<file path="src/rtl/cta_dispatch_pkg.sv">
// Shared types for the CTA dispatcher and the host-side launch scheduler.
//   launch_desc_t : one kernel launch descriptor as seen by the dispatcher
//   kls_state_e   : launch scheduler FSM states
package cta_dispatch_pkg;

    typedef struct packed {
        logic [7:0]  kernel_id;
        logic [15:0] grid_x;
        logic [15:0] grid_y;
        logic [15:0] grid_z;
        logic [31:0] arg_ptr;
    } launch_desc_t;

    typedef enum logic [1:0] {
        IDLE   = 2'd0,
        ISSUE  = 2'd1,
        SETTLE = 2'd2,
        RUN    = 2'd3
    } kls_state_e;

endpackage

</file>
<file path="src/rtl/kernel_launch_sched_if.sv">
// Host and dispatcher launch handshakes of the kernel launch scheduler.
//   slave  : the scheduler (accepts host descriptors, drives the dispatcher launch)
//   master : the surrounding host + dispatcher
//   host_valid/host_ready/host_desc/host_flush : descriptor enqueue side
//   disp_valid/disp_ready/disp_desc            : dispatcher launch side
interface kernel_launch_sched_if;
    import cta_dispatch_pkg::*;

    logic         host_valid;
    logic         host_ready;
    launch_desc_t host_desc;
    logic         host_flush;
    logic         disp_valid;
    logic         disp_ready;
    launch_desc_t disp_desc;

    modport slave (
        input  host_valid, host_desc, host_flush, disp_ready,
        output host_ready, disp_valid, disp_desc
    );

    modport master (
        output host_valid, host_desc, host_flush, disp_ready,
        input  host_ready, disp_valid, disp_desc
    );

endinterface

</file>
<file path="src/rtl/kls_desc_fifo.sv">
// Synchronous descriptor FIFO for the launch scheduler.
//   clk, rst_n : clock, async active-low reset
//   push/din   : write (ignored when full)
//   pop/dout   : read; dout is the current head (registered storage, no bypass)
//   flush      : drops all entries this cycle; wins over push and pop
//   count      : entries held; full/empty are registered
module kls_desc_fifo
    import cta_dispatch_pkg::*;
#(
    parameter int DEPTH = 4
) (
    input  logic                     clk,
    input  logic                     rst_n,
    input  logic                     push,
    input  launch_desc_t             din,
    input  logic                     pop,
    output launch_desc_t             dout,
    input  logic                     flush,
    output logic [$clog2(DEPTH):0]   count,
    output logic                     full,
    output logic                     empty
);
    localparam int AW = $clog2(DEPTH);
    localparam int CW = AW + 1;

    launch_desc_t  mem_q [DEPTH];
    launch_desc_t  mem_d [DEPTH];
    logic [AW-1:0] wr_ptr_q, wr_ptr_d;
    logic [AW-1:0] rd_ptr_q, rd_ptr_d;
    logic [CW-1:0] count_q, count_d;
    logic          full_q, full_d;
    logic          empty_q, empty_d;
    logic          do_push, do_pop;

    assign do_push = push && !full_q;
    assign do_pop  = pop && !empty_q;

    always_comb begin
        mem_d    = mem_q;
        wr_ptr_d = wr_ptr_q;
        rd_ptr_d = rd_ptr_q;
        count_d  = count_q;
        if (flush) begin
            wr_ptr_d = '0;
            rd_ptr_d = '0;
            count_d  = '0;
        end else begin
            if (do_push) begin
                mem_d[wr_ptr_q] = din;
                wr_ptr_d        = wr_ptr_q + 1'b1;  // DEPTH is a power of 2: pointer wraps naturally
            end
            if (do_pop) begin
                rd_ptr_d = rd_ptr_q + 1'b1;
            end
            case ({do_push, do_pop})
                2'b10:   count_d = count_q + 1'b1;
                2'b01:   count_d = count_q - 1'b1;
                default: count_d = count_q;
            endcase
        end
        full_d  = (count_d == CW'(DEPTH));
        empty_d = (count_d == '0);
    end

    always_ff @(posedge clk or negedge rst_n) begin
        if (!rst_n) begin
            mem_q    <= '{default: '0};
            wr_ptr_q <= '0;
            rd_ptr_q <= '0;
            count_q  <= '0;
            full_q   <= 1'b0;
            empty_q  <= 1'b1;
        end else begin
            mem_q    <= mem_d;
            wr_ptr_q <= wr_ptr_d;
            rd_ptr_q <= rd_ptr_d;
            count_q  <= count_d;
            full_q   <= full_d;
            empty_q  <= empty_d;
        end
    end

    assign dout  = mem_q[rd_ptr_q];
    assign count = count_q;
    assign full  = full_q;
    assign empty = empty_q;

endmodule

</file>
<file path="src/rtl/kernel_launch_sched.sv">
// Host-side launch scheduler in front of the single-kernel CTA dispatcher.
// Queues up to QDEPTH descriptors, issues them in order one at a time, reports
// each kernel's retirement with its issue-to-retire runtime, and flags (without
// aborting) an in-flight kernel that reaches WDOG_CYC cycles.
//   clk, rst_n   : clock, async active-low reset
//   bus (slave)  : host enqueue/flush and dispatcher launch handshakes
//   done_valid   : 1-cycle retirement pulse, with done_kid / done_cycles
//   q_count      : queued descriptors (in-flight one excluded)
//   busy         : queue non-empty or kernel in flight
//   wdog_err     : sticky watchdog flag, cleared by wdog_clr
module kernel_launch_sched
    import cta_dispatch_pkg::*;
#(
    parameter int          QDEPTH   = 4,
    parameter int          KID_W    = 8,
    parameter int          CYC_W    = 32,
    parameter int unsigned WDOG_CYC = 0
) (
    input  logic                    clk,
    input  logic                    rst_n,
    kernel_launch_sched_if.slave    bus,
    output logic                    done_valid,
    output logic [KID_W-1:0]        done_kid,
    output logic [CYC_W-1:0]        done_cycles,
    output logic [$clog2(QDEPTH):0] q_count,
    output logic                    busy,
    output logic                    wdog_err,
    input  logic                    wdog_clr
);
    kls_state_e       state_q, state_d;
    launch_desc_t     cur_q, cur_d;      // in-flight descriptor
    logic [CYC_W-1:0] cnt_q, cnt_d;      // runtime since dispatcher acceptance
    logic             wdog_q, wdog_d;
    logic [CYC_W-1:0] cnt_inc;
    logic             wdog_hit;

    launch_desc_t            fifo_head;
    logic                    fifo_push, fifo_pop, fifo_full, fifo_empty;
    logic [$clog2(QDEPTH):0] fifo_count;

    // Ready comes from the registered full flag, so a pop in a full cycle
    // never makes room for a push in that same cycle.
    assign bus.host_ready = !fifo_full && !bus.host_flush;
    assign fifo_push      = bus.host_valid && bus.host_ready;

    kls_desc_fifo #(.DEPTH(QDEPTH)) u_fifo (
        .clk   (clk),
        .rst_n (rst_n),
        .push  (fifo_push),
        .din   (bus.host_desc),
        .pop   (fifo_pop),
        .dout  (fifo_head),
        .flush (bus.host_flush),
        .count (fifo_count),
        .full  (fifo_full),
        .empty (fifo_empty)
    );

    assign cnt_inc = (&cnt_q) ? cnt_q : cnt_q + 1'b1;

    always_comb begin
        state_d    = state_q;
        cur_d      = cur_q;
        cnt_d      = cnt_q;
        fifo_pop   = 1'b0;
        done_valid = 1'b0;
        unique case (state_q)
            IDLE: begin
                // Only reachable from RUN via retirement or reset, so a pop here is
                // always at least one cycle after the previous done pulse.
                if (!fifo_empty && !bus.host_flush) begin
                    fifo_pop = 1'b1;
                    cur_d    = fifo_head;
                    state_d  = ISSUE;
                end
            end
            ISSUE: begin
                if (bus.disp_ready) begin
                    cnt_d   = CYC_W'(1);
                    state_d = SETTLE;
                end
            end
            SETTLE: begin
                // Dispatcher ready is still stale here; counting continues.
                cnt_d   = cnt_inc;
                state_d = RUN;
            end
            RUN: begin
                cnt_d = cnt_inc;
                if (bus.disp_ready) begin
                    done_valid = 1'b1;
                    state_d    = IDLE;
                end
            end
            default: state_d = IDLE;
        endcase
    end

    // Set wins over clear when both happen in the same cycle.
    assign wdog_hit = (WDOG_CYC != 0) && (state_q == RUN) && (cnt_q == CYC_W'(WDOG_CYC));
    assign wdog_d   = wdog_hit || (wdog_q && !wdog_clr);

    always_ff @(posedge clk or negedge rst_n) begin
        if (!rst_n) begin
            state_q <= IDLE;
            cur_q   <= '0;
            cnt_q   <= '0;
            wdog_q  <= 1'b0;
        end else begin
            state_q <= state_d;
            cur_q   <= cur_d;
            cnt_q   <= cnt_d;
            wdog_q  <= wdog_d;
        end
    end

    assign bus.disp_valid = (state_q == ISSUE);
    assign bus.disp_desc  = cur_q;
    assign done_kid       = done_valid ? KID_W'(cur_q.kernel_id) : '0;
    assign done_cycles    = done_valid ? cnt_q : '0;
    assign q_count        = fifo_count;
    assign busy           = (fifo_count != '0) || (state_q != IDLE);
    assign wdog_err       = wdog_q;

endmodule
</file>
<file path="src/flat_wrapper.sv">
// flat-port wrapper written by rule: the top's interface ports become plain ports
module kernel_launch_sched_flat import cta_dispatch_pkg::*;
#(
    parameter int          QDEPTH   = 4,
    parameter int          KID_W    = 8,
    parameter int          CYC_W    = 32,
    parameter int unsigned WDOG_CYC = 0
)
  (clk, rst_n, done_valid, done_kid, done_cycles, q_count, busy, wdog_err, wdog_clr, bus_host_valid, bus_host_desc, bus_host_flush, bus_disp_ready, bus_host_ready, bus_disp_valid, bus_disp_desc);
  kernel_launch_sched_if bus_i ();
  input  logic clk;
  input  logic rst_n;
  output logic done_valid;
  output logic [KID_W-1:0] done_kid;
  output logic [CYC_W-1:0] done_cycles;
  output logic [$clog2(QDEPTH):0] q_count;
  output logic busy;
  output logic wdog_err;
  input  logic wdog_clr;
  input wire logic [$bits(bus_i.host_valid)-1:0] bus_host_valid;
  input wire logic [$bits(bus_i.host_desc)-1:0] bus_host_desc;
  input wire logic [$bits(bus_i.host_flush)-1:0] bus_host_flush;
  input wire logic [$bits(bus_i.disp_ready)-1:0] bus_disp_ready;
  output wire logic [$bits(bus_i.host_ready)-1:0] bus_host_ready;
  output wire logic [$bits(bus_i.disp_valid)-1:0] bus_disp_valid;
  output wire logic [$bits(bus_i.disp_desc)-1:0] bus_disp_desc;
  assign bus_i.host_valid = bus_host_valid;
  assign bus_i.host_desc = bus_host_desc;
  assign bus_i.host_flush = bus_host_flush;
  assign bus_i.disp_ready = bus_disp_ready;
  assign bus_host_ready = bus_i.host_ready;
  assign bus_disp_valid = bus_i.disp_valid;
  assign bus_disp_desc = bus_i.disp_desc;
  kernel_launch_sched #(.QDEPTH(QDEPTH), .KID_W(KID_W), .CYC_W(CYC_W), .WDOG_CYC(WDOG_CYC)) u_core (.clk(clk), .rst_n(rst_n), .bus(bus_i), .done_valid(done_valid), .done_kid(done_kid), .done_cycles(done_cycles), .q_count(q_count), .busy(busy), .wdog_err(wdog_err), .wdog_clr(wdog_clr));
endmodule
</file>
<file path="config.mk">
export PLATFORM = sky130hd
export DESIGN_NAME = kernel_launch_sched_flat
export DESIGN_NICKNAME = d
export VERILOG_FILES = /design/src/rtl/cta_dispatch_pkg.sv /design/src/rtl/kernel_launch_sched_if.sv /design/src/rtl/kls_desc_fifo.sv /design/src/rtl/kernel_launch_sched.sv /design/src/flat_wrapper.sv
export SDC_FILE = /design/constraint.sdc
export NUM_CORES = 1
export LEC_CHECK = 0
export CAP_MARGIN = 20
export CELL_PAD_IN_SITES_DETAIL_PLACEMENT = 1
export CELL_PAD_IN_SITES_GLOBAL_PLACEMENT = 1
export CORE_ASPECT_RATIO = 0.7
export CORE_MARGIN = 4
export CORE_UTILIZATION = 50
export DETAILED_ROUTE_END_ITERATION = 10
export PLACE_DENSITY_LB_ADDON = 0.08
export SETUP_SLACK_MARGIN = 0.4
export SYNTH_ARGS = -nofsm -noshare
export SYNTH_HDL_FRONTEND = slang
export SYNTH_SLANG_ARGS = --single-unit
</file>
<file path="constraint.sdc">
create_clock -name clk -period 4.7 [get_ports clk]
set_input_delay 0.705 -clock clk [delete_from_list [all_inputs] [get_ports clk]]
set_output_delay 0.705 -clock clk [all_outputs]
set_load 0.05 [all_outputs]
</file>
==> flow_metrics.py <==
metrics = {
    "worst_setup_path": {
        "crit_fanout": 34,
        "crit_type": "in2out",
        "reg2reg_depth": 7,
        "crit_arrival_ns": 3.09,
        "r2r-end": "u_core.cnt_q[4]$_DFFE_PN0P_",
        "rrSetupSlack_ns": 1.62,
        "r2r-start": "u_core.cnt_q[1]$_DFFE_PN0P_",
        "start_kind": "primary input",
        "cp-end-kind": "output pin",
        "worstPathRequired_ns": 3.99,
    },
    "clock_tree": {
        "cts_buffers": 47,
        "clk_pin_slew_ns": 0.06,
        "clockBufferDepth": 3,
        "cts_tree": "built",
        "postCtsHoldBufs": 0,
        "root_buffer": "clkbuf_16",
        "clkLatencyLatePin_ns": 0.56,
        "htree_levels": 2,
        "cts_setup_buffers": 0,
        "cts.sinks": 484,
        "cts_resized": 0,
    },
    "cells_and_area": {
        "nets": 1688,
        "syn_to_final_growth_pct": 20.8,
        "nFillCells": 3767,
        "utilization": 0.619,
        "drive_gt1_frac": 0.399,
        "layout.cells.non_filler": 2163,
    },
    "sta": {
        "skew_ns": 0.0158,
        "hold_viol_final": 0,
        "tightest_slew_ns": 0.959,
        "holdWs_ns": 0.209,
        "setup_tns_ns": 0,
        "slew_headroom": 0.357,
        "fin_crit_ns": 3.79,
        "final_max_slew_viol_count": 0,
        "fin_crit_sh": 0.807,
        "setup_viol": 0,
        "rsz0062_at_grt": "false",
        "fmax_mhz": 264,
    },
    "routing": {
        "wire_per_inst_um": 23.5,
        "dr.pass1.iters": 4,
        "ant_nets": 0,
        "route.detailed.drc": 0,
        "vias_per_cell": 5.84,
        "via_count": 12600,
        "detailedRoute.firstIterationViolations": 488,
        "wl_um": 50800,
    },
    "synth": {
        "netlist.area_leader.share": 0.570,
        "synth_area_um2": 21200,
        "synthFlopType": "dfrtp_1",
        "synth_area_leaders": "dfrtp_1 57%, mux2_2 23%, mux4_2 9.3%",
        "syn_inst": 1371,
        "ys_seq_area_frac": 0.571,
        "synthArstFlopShare": 1.00,
        "synth_edf_count": 0,
        "synthTopCellsByCount": "483 x dfrtp_1, 440 x mux2_2, 88 x mux4_2",
        "synth_warnings": 0,
        "avgSynthCellArea_um2": 15.5,
        "ys_types": 49,
        "synth_nets": 1477,
        "yosysTopAreaCell": "dfrtp_1",
        "ys_ff_latch": 484,
        "yosysMostFrequentCell": "dfrtp_1",
    },
    "status": {
        "status": "finished clean",
    },
    "floorplan": {
        "die-area_um2": 45800,
        "die_width_um": 254,
        "die_y_um": 180,
        "core_um2": 41400,
        "ios": 230,
        "start_util": 0.512,
        "rows": 62,
    },
    "global_routing": {
        "grt_util_all_layers": 0.223,
        "grt_first_pass_wirelength_um": 81900,
        "antenna_found_initial": 5,
        "overflow": 0,
        "grt_pass1_vias": 13900,
        "grt_max_degree": 105,
    },
    "pwr": {
        "p_per_area_nw_per_um2": 617,
        "p_int_uw": 10500,
        "power.leakage_uw": 0.0108,
        "total_power_uw": 15800,
        "peakVddDrop_mv": 0.447,
        "p_sw_frac": 0.337,
        "seq_power_share": 0.414,
        "p_clk_frac": 0.244,
        "comb_power_share": 0.343,
        "p_switching_uw": 5330,
    },
    "worst_hold_path": {
        "hold_path_class": "in2async",
    },
    "placement": {
        "hpwl_um": 31600,
        "place_inst": 2076,
        "gp_congestion": 0.770,
        "portBuffers": 229,
    },
    "flow_run": {
        "drv_cap": 0,
    },
}
-- registers in the layout (all words and copies together) (netlist names) --
signal,flops
u_core.u_fifo.rd_ptr_q,2
u_core.bus.disp_desc,88
u_core.u_fifo.mem_q,352
u_core.u_fifo.full,1
u_core.cnt_q,32
u_core.u_fifo.count,3
u_core.state_q,2
u_core.u_fifo.wr_ptr_q,2
u_core.u_fifo.empty,1
u_core.wdog_err,1
-- metrics by stage --
stage                     area [um2]  setup slack (ns)
after floorplan                21200              2.20
after CTS                      25600             0.909
final                          25600             0.906
after global placement         24000              1.01
after detailed placement       24000             0.913
after global routing           25600             0.818
-- layout make-up --
cell class | instances | area, um2 | area share
inverters | 10 | 37.5 | 0.00146
well taps | 544 | 681 | 0.0266
clock buffers | 70 | 1380 | 0.0539
multi-input cells | 785 | 8610 | 0.336
clock inverters | 15 | 193 | 0.00752
flip-flops and latches | 484 | 12100 | 0.473
diodes | 1 | 2.50 | 0.0000976
repair buffers | 254 | 2610 | 0.102
-- power by group through the flow --
stage               registers, uW  logic, uW  clock network (uW)
floorplan                    7650       2540                   0
CTS                          6550       5470                3980
finish                       6540       5410                3850
global placement             6510       5270                   0
global route                 6720       5760                4170
detailed placement           6600       5440                   0
-- how the worst max path moves through the flow --
stage                                        startpoint                           end  slack, ns  cells after the start
after floorplan           u_core.state_q[1]$_DFFE_PN0P_  u_core.u_fifo.full$_DFF_PN0_       2.20                     11
after global placement                   bus_disp_ready               done_cycles[18]       1.01                      4
after detailed placement                 bus_disp_ready                done_cycles[9]       0.91                      4
after CTS                                bus_disp_ready                done_cycles[9]       0.91                      4
after global routing                     bus_disp_ready               done_cycles[18]       0.82                      4
final                                    bus_disp_ready                done_cycles[2]       0.91                      4
-- layout by cell type (no fill, tap or decap), types with 4 or more instances in the layout --
cell / instances
mux2_2: 440
xnor2_1: 4
clkbuf_16: 47
dfrtp_1: 481
o31ai_1: 17
nand3_1: 15
ha_1: 11
nor2_1: 23
clkbuf_8: 12
inv_1: 10
buf_4: 15
a21oi_1: 11
bufinv_16: 4
clkinvlp_4: 4
a31oi_1: 11
o41ai_1: 5
nand2_1: 16
and3_1: 47
clkinv_2: 5
and2_4: 4
clkdlybuf4s50_1: 228
buf_12: 9
o21ai_0: 36
nand4_1: 6
nor3_1: 6
clkbuf_1: 11
mux4_2: 88
-- critical path: stages --
cell             delay, ns
clkdlybuf4s50_1       0.95
buf_4                 0.40
and3_1                0.22
clkdlybuf4s50_1       0.80
-- cell families (layout without fill, tap and decap cells) --
kind of cell	count (synthesis)	count (layout)	synth area share
DFF	484	484	0.571
buffers and inverters	102	349	0.0238
muxes	531	531	0.329
other	0	1	0
AOI/OAI and AO/OA	91	91	0.0268
adders and majority gates	12	12	0.00743
and+or+nand+nor	145	145	0.0397
xor gates and xnor gates	6	6	0.00248
-- per-layer routing --
metal,vias to the layer above,GRT usage,wire length (um)
met5,-,0,22
met4,6,0.0410,743
met3,56,0.0426,2040
met2,197,0.376,25300
met1,6854,0.309,22700
li1,5520,-,-
(Power assumes the default switching activity.)
